`src/rtl/mix_columns_engine.sv`:
```
// AES (Inv)MixColumns engine: iterates COLS_PER_CYCLE columns per clock over a
// 128-bit state with a valid/ready handshake. Optional MIXCOL_SKIP_EN adds a pass-through input.

module mix_column (
  input  logic [31:0] col,
  input  logic        inv,
  output logic [31:0] res
);
  logic [7:0] b    [4];
  logic [7:0] x2   [4];
  logic [7:0] x4   [4];
  logic [7:0] x8   [4];
  logic [7:0] prod [4][4];

  function automatic logic [7:0] xt(input logic [7:0] v);
    return {v[6:0], 1'b0} ^ (v[7] ? 8'h1b : 8'h00);
  endfunction

  always_comb begin
    res = '0;
    for (int k = 0; k < 4; k++) begin
      b[k]  = col[31-8*k -: 8];
      x2[k] = xt(b[k]);
      x4[k] = xt(x2[k]);
      x8[k] = xt(x4[k]);
      // prod[k][j]: byte k times circulant coefficient j of the first row
      prod[k][0] = inv ? (x8[k] ^ x4[k] ^ x2[k]) : x2[k];
      prod[k][1] = inv ? (x8[k] ^ x2[k] ^ b[k])  : (x2[k] ^ b[k]);
      prod[k][2] = inv ? (x8[k] ^ x4[k] ^ b[k])  : b[k];
      prod[k][3] = inv ? (x8[k] ^ b[k])          : b[k];
    end
    for (int r = 0; r < 4; r++)
      for (int k = 0; k < 4; k++)
        res[31-8*r -: 8] = res[31-8*r -: 8] ^ prod[k][(k - r + 4) % 4];
  end
endmodule

module mix_columns_engine #(
  parameter int COLS_PER_CYCLE = 1
) (
  input  logic         clk,
  input  logic         rst,
  input  logic         in_valid,
  output logic         in_ready,
  input  logic [127:0] in_data,
  input  logic         inv,
`ifdef MIXCOL_SKIP_EN
  input  logic         skip,
`endif
  output logic         out_valid,
  input  logic         out_ready,
  output logic [127:0] out_data
);
  generate
    if (COLS_PER_CYCLE != 1 && COLS_PER_CYCLE != 2 && COLS_PER_CYCLE != 4) begin : g_bad_cfg
      $error("mix_columns_engine: COLS_PER_CYCLE must be 1, 2 or 4");
    end
  endgenerate

  typedef enum logic [1:0] {IDLE, BUSY, DONE} state_t;

  localparam logic [1:0] STEP = 2'(COLS_PER_CYCLE);
  localparam logic [1:0] LAST = 2'(4 - COLS_PER_CYCLE);

  state_t                             state, state_nxt;
  logic [1:0]                         cnt;
  logic [3:0][31:0]                   work, work_nxt;
  logic                               inv_q, skip_q;
  logic                               accept;
  logic [1:0]                         col_idx [COLS_PER_CYCLE];
  logic [COLS_PER_CYCLE-1:0][31:0]    sel, mixed;

  assign accept    = in_valid && in_ready;
  assign out_valid = (state == DONE);
  assign out_data  = work;

  // work[3] holds column 0, so column c lives at work[~c]
  generate
    for (genvar i = 0; i < COLS_PER_CYCLE; i++) begin : g_lane
      assign col_idx[i] = cnt + 2'(i);
      assign sel[i]     = work[~col_idx[i]];
      mix_column u_mix (.col(sel[i]), .inv(inv_q), .res(mixed[i]));
    end
  endgenerate

  always_comb begin
    work_nxt = work;
    if (!skip_q)
      for (int i = 0; i < COLS_PER_CYCLE; i++)
        work_nxt[~col_idx[i]] = mixed[i];
  end

  always_comb begin
    state_nxt = state;
    in_ready  = 1'b0;
    case (state)
      IDLE: begin
        in_ready = 1'b1;
        if (in_valid) state_nxt = BUSY;
      end
      BUSY: if (cnt == LAST) state_nxt = DONE;
      DONE: begin
        in_ready = out_ready;
        if (out_ready) state_nxt = in_valid ? BUSY : IDLE;
      end
      default: state_nxt = IDLE;
    endcase
  end

  always_ff @(posedge clk) begin
    if (rst) state <= IDLE;
    else     state <= state_nxt;
  end

  always_ff @(posedge clk) begin
    if (rst) begin
      work  <= '0;
      inv_q <= 1'b0;
      cnt   <= '0;
    end else if (accept) begin
      work  <= in_data;
      inv_q <= inv;
      cnt   <= '0;
    end else if (state == BUSY) begin
      work  <= work_nxt;
      cnt   <= cnt + STEP;
    end
  end

`ifdef MIXCOL_SKIP_EN
  always_ff @(posedge clk) begin
    if (rst)         skip_q <= 1'b0;
    else if (accept) skip_q <= skip;
  end
`else
  assign skip_q = 1'b0;
`endif
endmodule

```
`config.mk`:
```
export PLATFORM = sky130hd
export DESIGN_NAME = mix_columns_engine
export DESIGN_NICKNAME = d
export VERILOG_FILES = /design/src/rtl/mix_columns_engine.sv
export SDC_FILE = /design/constraint.sdc
export NUM_CORES = 1
export LEC_CHECK = 0
export CORE_MARGIN = 2
export CORE_UTILIZATION = 60
export DETAILED_ROUTE_END_ITERATION = 10
export DONT_BUFFER_PORTS = 1
export PLACE_DENSITY = 0.74
export SLEW_MARGIN = 20
export SYNTH_ARGS = -nofsm -noshare
export SYNTH_HDL_FRONTEND = slang
export SYNTH_HIERARCHICAL = 1
export SYNTH_SLANG_ARGS = --single-unit
```
`constraint.sdc`:
```
create_clock -name clk -period 6.4 [get_ports clk]
set_input_delay 1.28 -clock clk [delete_from_list [all_inputs] [get_ports clk]]
set_output_delay 1.28 -clock clk [all_outputs]
set_load 0.005 [all_outputs]
```
# Word-level counts from Yosys, hierarchy flattened
# Index checks and enable logic that the tools add are counted.
dict set report op_classes {
  magnitude_cmp 2
  bitwise_logic 53
  reduce_logical 6
  muxes 41
  n_addsub 1
  eq_ne 6
}
# cell n
set ops {}
lappend ops {{XOR 8 bit} 52}
lappend ops {{two-way mux 128 bit} 2}
lappend ops {{bitwise mux 128 bit} 1}
lappend ops {{two-way mux 8 bit} 16}
lappend ops {{binary-select mux 32 bit (select 2 bit)} 1}
lappend ops {{demux 32 bit (select 2 bit)} 1}
lappend ops {{two-way mux 32 bit} 2}
lappend ops {{two-way mux 5 bit} 12}
lappend ops {{two-way mux 2 bit} 3}
lappend ops {{case mux 2 bit (3 select lines)} 1}
lappend ops {{== test 2 bit (second input constant)} 2}
lappend ops {{inequality test 2 bit (second input constant)} 2}
lappend ops {{less-than comparator 2 x 3 -> 1 bit (second input constant)} 1}
lappend ops {{AND reduction 3 bit} 1}
lappend ops {{adder 2 x 1 -> 2 bit (second input constant)} 1}
lappend ops {{== test 2 x 1 -> 1 bit (second input constant)} 1}
lappend ops {{greater-or-equal comparator 2 x 1 -> 1 bit (second input constant)} 1}
lappend ops {{logical AND 1 bit} 2}
lappend ops {{logical NOT 2 bit} 1}
lappend ops {{inequality test 2 x 1 -> 1 bit (second input constant)} 1}
lappend ops {{NOT 2 bit} 1}
lappend ops {{case mux 1 bit (2 select lines)} 1}
lappend ops {{nonzero test 2 bit} 1}
lappend ops {{OR reduction 2 bit} 1}
lappend ops {{two-way mux 1 bit} 1}
dict set report word_totals {
  word_cells 116
  reg_bits 133
  output_inout_bits 130
}

# Depth between registers and ports, before layout
# Gate-level depths: netlist (run 1).
dict set report depth {
  ltp_word 18
  depth_mapped 11
}

# Hierarchy
# Netlist (run 1), hierarchy kept.
# mod cells_per_inst area_per_inst_um2 instances
set by_module_without_submodules {}
lappend by_module_without_submodules {mix_columns_engine 816 7684.9 1}
lappend by_module_without_submodules {mix_column 231 2247.2 1}

# Least setup slack after synthesis (run 1)
# OpenSTA, ideal clock, no wires.
dict set report synth_timing {
  path_kind {register -> register}
  start {register cnt[0]}
  end {register work, in the netlist out_data[75]}
  synth_period_minus_slack_ns 3.579
  slack_ns 2.821
  t_required_ns 6.309
  t_arrival_ns 3.488
  path_stages_with_launch 12
  path_cell_list {dfxtp_1 -> buf_2 -> buf_2 -> mux4_2 -> buf_4 -> xnor2_4 -> xnor3_1 -> xnor3_1 -> and2_4 -> xnor3_1 -> o211ai_1 -> a311oi_1}
}
# element line_no
set synth_rtl {}
lappend synth_rtl {{from (decl)} 66} ;# logic [1:0] cnt;
lappend synth_rtl {{from (signal assigned)} 126} ;# cnt <= cnt + STEP;
lappend synth_rtl {{to (signal assigned)} 121} ;# work <= in_data;
lappend synth_rtl {{to (signal assigned)} 125} ;# work <= work_nxt;
lappend synth_rtl {{to (decl)} 67} ;# logic [3:0][31:0] work, work_nxt;

==> results of run 1 <==
worst paths after layout:
path,to,depth (start not counted)
max,out_data[61],9
min,out_data[33],2
max reg2reg,out_data[61],9
min reg2reg,out_data[33],2
flip-flops by register name, summed over array words and instances (netlist names):
signal    count
out_data    128
cnt           2
state         2
inv_q         1
through the flow:
stage | worst slack, ns | std cells
global route | 1.89 | 1158
detailed placement | 2.19 | 1126
finish | 2.11 | 1158
CTS | 2.17 | 1158
floorplan | 2.82 | 1047
global placement | 2.25 | 1126
worst max-delay path, cell delays in order, from the launching register on:
cell      delay (ns)
dfxtp_2         0.83
buf_4           0.30
mux4_2          0.66
xnor2_1         0.56
xnor3_1         0.35
xnor3_1         0.38
nand2_1         0.13
xnor2_1         0.50
o211ai_1        0.16
a311oi_1        0.31
layout make-up:
type	count	area [µm²]	share of cell area, %
multi-input cells	756	6550	64.2
repair buffers	14	105	1.03
inverters	3	13.8	0.135
well taps	220	275	2.70
flip-flops and latches	133	2670	26.1
clock buffers	21	460	4.52
clock inverters	11	126	1.24
metal layers:
| layer | GRT usage [%] | vias to the layer above |
|---|---|---|
| met5 | 0 | - |
| met1 | 51.9 | 4447 |
| met3 | 12.8 | 126 |
| met4 | 14.9 | 0 |
| li1 | - | 3878 |
| met2 | 61.1 | 747 |
kinds of logic (layout without fill, tap and decap cells):
family | Yosys count | count (layout) | synth area share (%)
and+or+nand+nor | 163 | 163 | 8.10
muxes | 40 | 40 | 8.26
buffers and inverters | 158 | 49 | 7.61
AOI/OAI and AO/OA | 359 | 359 | 28.1
DFF | 133 | 133 | 26.8
xor gates and xnor gates | 190 | 190 | 20.6
adders and majority gates | 4 | 4 | 0.504
layout by cell type (no fill, tap or decap), types with 4 or more instances in the layout:
cell type	instances
dfxtp_1	131
mux2_4	4
mux4_2	32
clkbuf_16	17
buf_4	14
xor2_1	32
a311oi_1	128
nand2_1	19
nor2_1	4
o21ai_0	28
mux2i_1	4
o211ai_1	67
xnor3_1	21
clkinvlp_4	4
a211oi_1	128
xnor2_1	129
nand3_1	129
power by group through the flow:
stage	clock network, mW	registers [mW]	logic [mW]
final	0.999	1.39	5.23
after global routing	1.03	1.41	5.49
after CTS	0.991	1.38	5.09
after detailed placement	0	1.40	5.06
after global placement	0	1.40	5.02
after floorplan	0	1.27	4.01
==> results.md, run 1 <==
- Part of the power in the clock network: 13.1%
- Core area: 16400 µm²
- Total CTS buffers: 17
- DRT met1 WL: 13600 µm
- Sw Share: 47.1%
- Max_cap viols: 0
- Design area: 10200 µm²
- Leak Pwr: 3.17 nW
- Largest cells by area after synthesis: dfxtp_1 (27%), xnor2_1 (11%), a311oi_1 (11%), a211oi_1 (9.7%), mux4_2 (7.3%)
- Fillcell total: 1382
- Critical path peak fanout: 22
- Achievable Freq: 0.233 GHz
- Total Routing Usage GR: 39.5%
- Synth cell types: 39
- Final-report hold violation count: 0
- Maximum VDD drop: 0.409 mV
- Overall power: 7.62 mW
- Hpwl dp: 23600 µm
- Routability congestion estimate from global placement: 1.09
- RSZ-0062 raised after global routing: no
- Clock Pin Slew Worst Setup and Hold Paths: 0.06 ns
- Synth Instances: 1047
- Setup bufs post-CTS: 0
- ANT nets after route: 0
- Clock buffer depth: 2
- Crit path from: cnt[0]
- Final period util: 67.0%
- Vias per cell: 7.94
- DR WL/cell: 30.9 µm
- Slew @ Worst Pin: 1.13 ns
- IO Port Bufs: 0
- Setup_tns: 0 ns
- Starting Density: 60.5%
- Cts hold-fix bufs: 0
- Antenna cells: 0
- Post-Syn Area: 9930 µm²
- Initial antenna violation count: 0
- Metal3 WL: 4650 µm
- Number of flops mapped to enable cells by yosys: 0
- Count leader, synth: dfxtp_1
- Latest clock arrival within the worst-skew pair: 0.44 ns
- Reg-to-reg slack, setup: 2.11 ns
- Layout area overhead: 2.66%
- Slew HR: 24.4%
- Crit path time final: 4.29 ns
- Yosys warns: 6
- Die height: 133 µm
- Critical path endpoint category: flip-flop
- Cell Rows: 47
- Share of the synthesized area in the top cell type: 26.8%
- Combinational cell fraction of total power: 68.6%
- TritonCTS clock tree: done
- Crit path required time: 6.75 ns
- Worst hold path type: reg2reg
- Hold_sp: out_data[33]
- Clock Tree Root: clkbuf_16
- Status: completed
- Top_reg_cell synth: dfxtp_1
- CTS sink count: 133
- WL met2: 16200 µm
- Flop pwr share: 18.3%
- Nets: 1062
- Chip width: 133 µm
- Reg-to-Reg Start: cnt[0]
- IO Count: 263
- Crit Path Class: reg2reg
- Dpl cell area: 9610 µm²
- Register area share after synthesis: 26.8%
- Crit path DAT: 4.63 ns
- Synth Register Bits: 133
- Routed wire length: 35800 µm
- Internal power: 4.03 mW
- DRC errors left: 0
- Grt ovf: 0
- Commonest cells in the netlist: dfxtp_1 (133), nand3_1 (129), xnor2_1 (129)
- Fin Clk Skew: 0.00896 ns
- Async S/R FF share, synth: 0%
- Fin util: 62.1%
- Power Dens Cells: 747 nW/µm²
- Mapped Avg Cell Area: 9.49 µm²
- Net Switching: 3.59 mW
- CP Launch Type: flip-flop
- Vias in the first global route: 8706
- Initial DRC count: 1278
- DIE AREA: 17600 µm²
- DRT Pass-1 Iters: 6
- Cell taking the most area after synthesis: dfxtp_1
- Setup Viol. Count Final: 0
- Final hold slack: 0.611 ns
- Via count: 9198
- Layout cells sized above 1: 10.4%
- Synth Net Count: 1184
- Largest net degree at the start of global routing: 134
- Slew Limit Fails: 0
- First-pass GRT wire length: 53700 µm
- H-tree Lvls: 4
- Top layer in use: met4
- Post-CTS sizing: 0
(Power assumes the default switching activity.)
==> run 2: changes to the inputs <==
==> constraint.sdc (replaced) <==
create_clock -name clk -period 4 [get_ports clk]
set_input_delay 0.8 -clock clk [delete_from_list [all_inputs] [get_ports clk]]
set_output_delay 0.8 -clock clk [all_outputs]
set_load 0.005 [all_outputs]
==> results.md, run 2 (synthesized netlist as in run 1, its figures left out) <==
- Fin Clk Skew: 0.00691 ns
- Cells along the critical path: buf_12 -> mux4_2 -> xor2_1 -> xnor3_1 -> xnor3_1 -> nand2_1 -> xnor2_1 -> o21ai_0 -> a311oi_1
- Post-CTS sizing: 0
- Routability congestion estimate from global placement: 1.14
- Worst R2R Path Depth: 9
- First-pass GRT wire length: 54700 µm
- Leak Pwr: 3.35 nW
- Initial DRC count: 1310
- Layout cells sized above 1: 13.1%
- IO Port Bufs: 0
- Critical path endpoint category: flip-flop
- Final hold slack: 0.441 ns
- Starting Density: 60.5%
- Reg-to-reg slack, setup: 0.16 ns
- Leading cell type in the layout, fill and taps excluded: dfxtp_1
- Cell Rows: 47
- Clock Tree Root: clkbuf_16
- Fillcell total: 1345
- DIE AREA: 17600 µm²
- Crit path DAT: 4.18 ns
- Final-report hold violation count: 0
- Cts hold-fix bufs: 0
- DRT Pass-1 Iters: 6
- Overall power: 12.5 mW
- TritonCTS clock tree: done
- Total CTS buffers: 17
- Routed wire length: 36100 µm
- Max_cap viols: 0
- Worst hold path type: in2reg
- Hold EP: state[0]
- Grt ovf: 0
- Achievable Freq: 0.260 GHz
- Total Routing Usage GR: 40.2%
- Slew HR: 36.5%
- Crit path time final: 3.84 ns
- Chip width: 133 µm
- Critical path peak fanout: 21
- Via count: 9347
- Crit path from: cnt[0]
- H-tree Lvls: 4
- Area of the multi-input gates: 6550 µm²
- Slew @ Worst Pin: 0.951 ns
- Most frequent cells in the layout: dfxtp_1 (131), nand3_1 (129), xnor2_1 (129)
- Status: completed
- Nets: 1091
- Hpwl dp: 24300 µm
- ANT nets after route: 0
- Largest net degree at the start of global routing: 134
- DR WL/cell: 30.4 µm
- Core area: 16400 µm²
- Crit Path Class: reg2reg
- CP peak stage delay: 0.68 ns
- Layout area overhead: 5.43%
- CP Launch Type: flip-flop
- Clock Pin Slew Worst Setup and Hold Paths: 0.06 ns
- Setup_tns: 0 ns
- Crit Reg-Reg Endpoint: out_data[125]
- Setup bufs post-CTS: 0
- Hold_sp: rst
- Final period util: 96.0%
- Maximum VDD drop: 0.672 mV
- Crit-path slowest cell: mux4_2
- Vias in the first global route: 8774
- Slew Limit Fails: 0
- Power Dens Cells: 1190 nW/µm²
- Setup Viol. Count Final: 0
- Critical path buffers and inverters: 1
- RSZ-0062 raised after global routing: no
- Initial antenna violation count: 0
- Vias per cell: 7.87
- Most frequent CP cell: xnor3_1
- Latest clock arrival within the worst-skew pair: 0.43 ns
- Reg-to-Reg Start: cnt[0]
- Die height: 133 µm
- Clock buffer depth: 2
- Number of cells on the worst hold path: 1
- Crit path required time: 4.34 ns
- Antenna cells: 0
- Top Family by Delay on Critical Path: XOR/XNOR gates
- IO Count: 263
- Reg area: 2670 µm²
- CTS sink count: 133
- DRC errors left: 0
- Final std cells w/o fill: 1187
- Placed cell count: 1155
- Max reg flops: 128
[run 2: how the worst max path moves through the flow]
stage | end | cells past startpoint
after global routing | out_data[125] | 9
after detailed placement | out_data[93] | 9
after global placement | out_data[125] | 9
after CTS | out_data[125] | 9
final | out_data[125] | 9
after floorplan | out_data[75] | 11
[run 2: layout make-up]
cell class | count | share of cell area (%)
timing repair buffer | 43 | 3.44
multi-input combinational | 756 | 62.5
sequential | 133 | 25.5
tap | 220 | 2.63
inverter | 3 | 0.131
clock inverter | 12 | 1.46
clock buffer | 20 | 4.36
[run 2: routing by layer]
layer  track usage [%]  share of wire [%]  vias to the layer above
met1              55.8                 38                     4509
met3              11.9                 14                      110
met4              13.7                3.3                        0
li1                  -                  -                     3927
met2              59.8                 45                      801
met5                 0                  0                        -
[run 2: through the flow]
stage	cell area [µm²]	worst slack [ns]	util [%]
4_1_cts	10500	0.252	63.8
3_5_place_dp	9860	0.314	60.1
2_1_floorplan	9930	0.421	-
3_3_place_gp	9860	0.353	60.1
6_report	10500	0.160	63.8
5_1_grt	10500	0.0562	63.8
[run 2: power breakdown]
| group | internal (mW) | total (mW) | switching (mW) |
|---|---|---|---|
| Combinational | 3.95 | 8.62 | 4.67 |
| Sequential | 1.73 | 2.22 | 0.496 |
| Clock | 1.01 | 1.65 | 0.633 |
| Total | 6.69 | 12.5 | 5.80 |
==> run 3: changes to the inputs <==
--- a/config.mk
+++ b/config.mk
@@ -5,6 +5,7 @@
 export SDC_FILE = /design/constraint.sdc
 export NUM_CORES = 1
 export LEC_CHECK = 0
+export ABC_AREA = 1
 export CORE_MARGIN = 2
 export CORE_UTILIZATION = 60
 export DETAILED_ROUTE_END_ITERATION = 10
==> results.md, run 3 <==
- Setup_tns: 0 ns
- Count leader, synth: nand2_1
- Starting Density: 61.3%
- Mapped Avg Cell Area: 5.78 µm²
- Maximum VDD drop: 0.361 mV
- Routability congestion estimate from global placement: 1.00
- Vias per cell: 5.82
- Overall power: 9.53 mW
- Post-Syn Area: 12900 µm²
- Initial DRC count: 1267
- Synth Instances: 2229
- Hpwl dp: 34800 µm
- Total Routing Usage GR: 40.9%
- Nets: 2294
- DIE AREA: 22700 µm²
- Clock buffer depth: 2
- Slew HR: 34.6%
- Slew @ Worst Pin: 0.981 ns
- Critical path buffers and inverters: 6
- Largest cells by area after synthesis: dfxtp_1 (21%), nand2_1 (20%), nor2_1 (12%), nand3b_1 (7.9%), xor2_1 (6.8%)
- Top_reg_cell synth: dfxtp_1
- Vias in the first global route: 12600
- First-pass GRT wire length: 70800 µm
- Layout area overhead: 4.84%
- Setup Viol. Count Final: 0
- Hold_sp: rst
- Crit path time final: 3.54 ns
- IO Port Bufs: 0
- Top Family by Delay on Critical Path: buffers and inverters
- Achievable Freq: 0.282 GHz
- Routed wire length: 48000 µm
- Layout cells sized above 1: 8.11%
- Crit path required time: 4.36 ns
- Chip width: 151 µm
- Leak Pwr: 7.15 nW
- Synth cell types: 37
- Yosys warns: 6
- Final-report hold violation count: 0
- Clock Tree Root: clkbuf_16
- CP Launch Type: flip-flop
- Total CTS buffers: 17
- Cts hold-fix bufs: 0
- Post-CTS sizing: 0
- CP peak stage delay: 0.45 ns
- DRT Pass-1 Iters: 8
- Cell taking the most area after synthesis: dfxtp_1
- Power Dens Cells: 705 nW/µm²
- Max reg flops: 128
- Die height: 151 µm
- Worst hold path type: in2reg
- Status: completed
- Register area share after synthesis: 20.7%
- Synth Net Count: 2366
- Setup bufs post-CTS: 0
- Cell Rows: 53
- Via count: 14200
- Latest clock arrival within the worst-skew pair: 0.44 ns
- RSZ-0062 raised after global routing: no
- Crit Path Class: reg2reg
- Critical path endpoint category: flip-flop
- Most frequent CP cell: nand2_1
- Crit path DAT: 3.90 ns
- Critical path peak fanout: 41
- Max_cap viols: 0
- Leading cell type in the layout, fill and taps excluded: nand2_1
- Synth Register Bits: 133
- H-tree Lvls: 4
- Most frequent cells in the layout: nand2_1 (677), nor2_1 (407), inv_1 (176)
- Commonest cells in the netlist: nand2_1 (677), nor2_1 (407), inv_1 (178)
- CTS sink count: 133
- Clock Pin Slew Worst Setup and Hold Paths: 0.07 ns
- Cells along the critical path: inv_2 -> buf_12 -> buf_4 -> nor2_1 -> o22ai_1 -> buf_4 -> inv_1 -> nand2_1 -> nand2_2 -> nand2_4 -> nand2_2 -> nand2_1 -> o21ai_0 -> xnor2_1 -> xnor2_1 -> nand2_1 -> inv_1 -> nand2_1 -> nand2_1 -> nor2_1 -> nor2_1
- Number of flops mapped to enable cells by yosys: 0
- TritonCTS clock tree: done
- Crit path from: cnt[0]
- Reg-to-Reg Start: cnt[0]
- Crit-path slowest cell: xnor2_1
- ANT nets after route: 0
- Share of the synthesized area in the top cell type: 20.7%
- DRC errors left: 0
- Core area: 21000 µm²
- DR WL/cell: 19.6 µm
- Largest net degree at the start of global routing: 110
- Slew Limit Fails: 0
- Async S/R FF share, synth: 0%
- Grt ovf: 0
- Final period util: 88.5%
- IO Count: 263
- Fin Clk Skew: 0.0169 ns
- Initial antenna violation count: 2
==> run 3: cell types whose count changed after synthesis, sizes merged, moves of 78 or more <==
cell,change
nor2,+407
inv,+197
nand2,+700
nand3b,+135
a211oi,-128
xnor2,-78
a311oi,-128
==> run 3: worst paths after layout <==
path / slack, ns / endpoint / cells after the start
min: 0.43 / state[1] / 1
max: 0.46 / out_data[90] / 21
min reg2reg: 0.62 / out_data[35] / 3
max reg2reg: 0.46 / out_data[90] / 21
==> run 3: cell type report <==
cell class,instances,area (µm²)
clock buffers,17,425
repair buffers,50,450
diodes,1,2.50
multi-input cells,1755,8700
inverters,200,766
fillers,2035,7510
well taps,275,344
flip-flops and latches,133,2670
clock inverters,15,160
==> run 3: routing by layer <==
metal,share of wire [%],global-route usage [%],wire length [µm],vias to the layer above
li1,-,-,-,6767
met1,40,52.4,19000,6408
met2,44,64.5,21100,913
met3,12,10.5,5570,157
met4,4.8,18.5,2290,0
met5,0,0,0,-
==> run 3: metrics by stage <==
| stage | utilization (%) | hold slack, ns | instances | setup slack (ns) | area (µm²) |
|---|---|---|---|---|---|
| after floorplan | - | 0.477 | 2229 | 1.28 | 12900 |
| final | 64.3 | 0.430 | 2446 | 0.460 | 13500 |
| after global routing | 64.3 | 0.422 | 2446 | 0.245 | 13500 |
| after detailed placement | 61.5 | 0.615 | 2413 | 0.666 | 12900 |
| after global placement | 61.5 | 0.608 | 2413 | 0.683 | 12900 |
| after CTS | 64.3 | 0.421 | 2445 | 0.591 | 13500 |
==> run 3: cell families after synthesis <==
family / count (synthesis) / share of synthesized area [%]
AO/OA/AOI/OAI: 137 / 5.88
XOR/XNOR: 156 / 10.8
adder cells (fa/ha/maj): 4 / 0.388
buffers and inverters: 341 / 12.0
flip-flops: 133 / 20.7
AND/OR/NAND/NOR: 1458 / 50.3
==> run 3: report_power, final <==
| group | internal (mW) | leakage (nW) | switching (mW) | total [mW] |
|---|---|---|---|---|
| clock network | 0.836 | 0.284 | 0.792 | 1.63 |
| logic | 1.96 | 5.76 | 4.12 | 6.08 |
| registers | 1.54 | 1.10 | 0.275 | 1.82 |
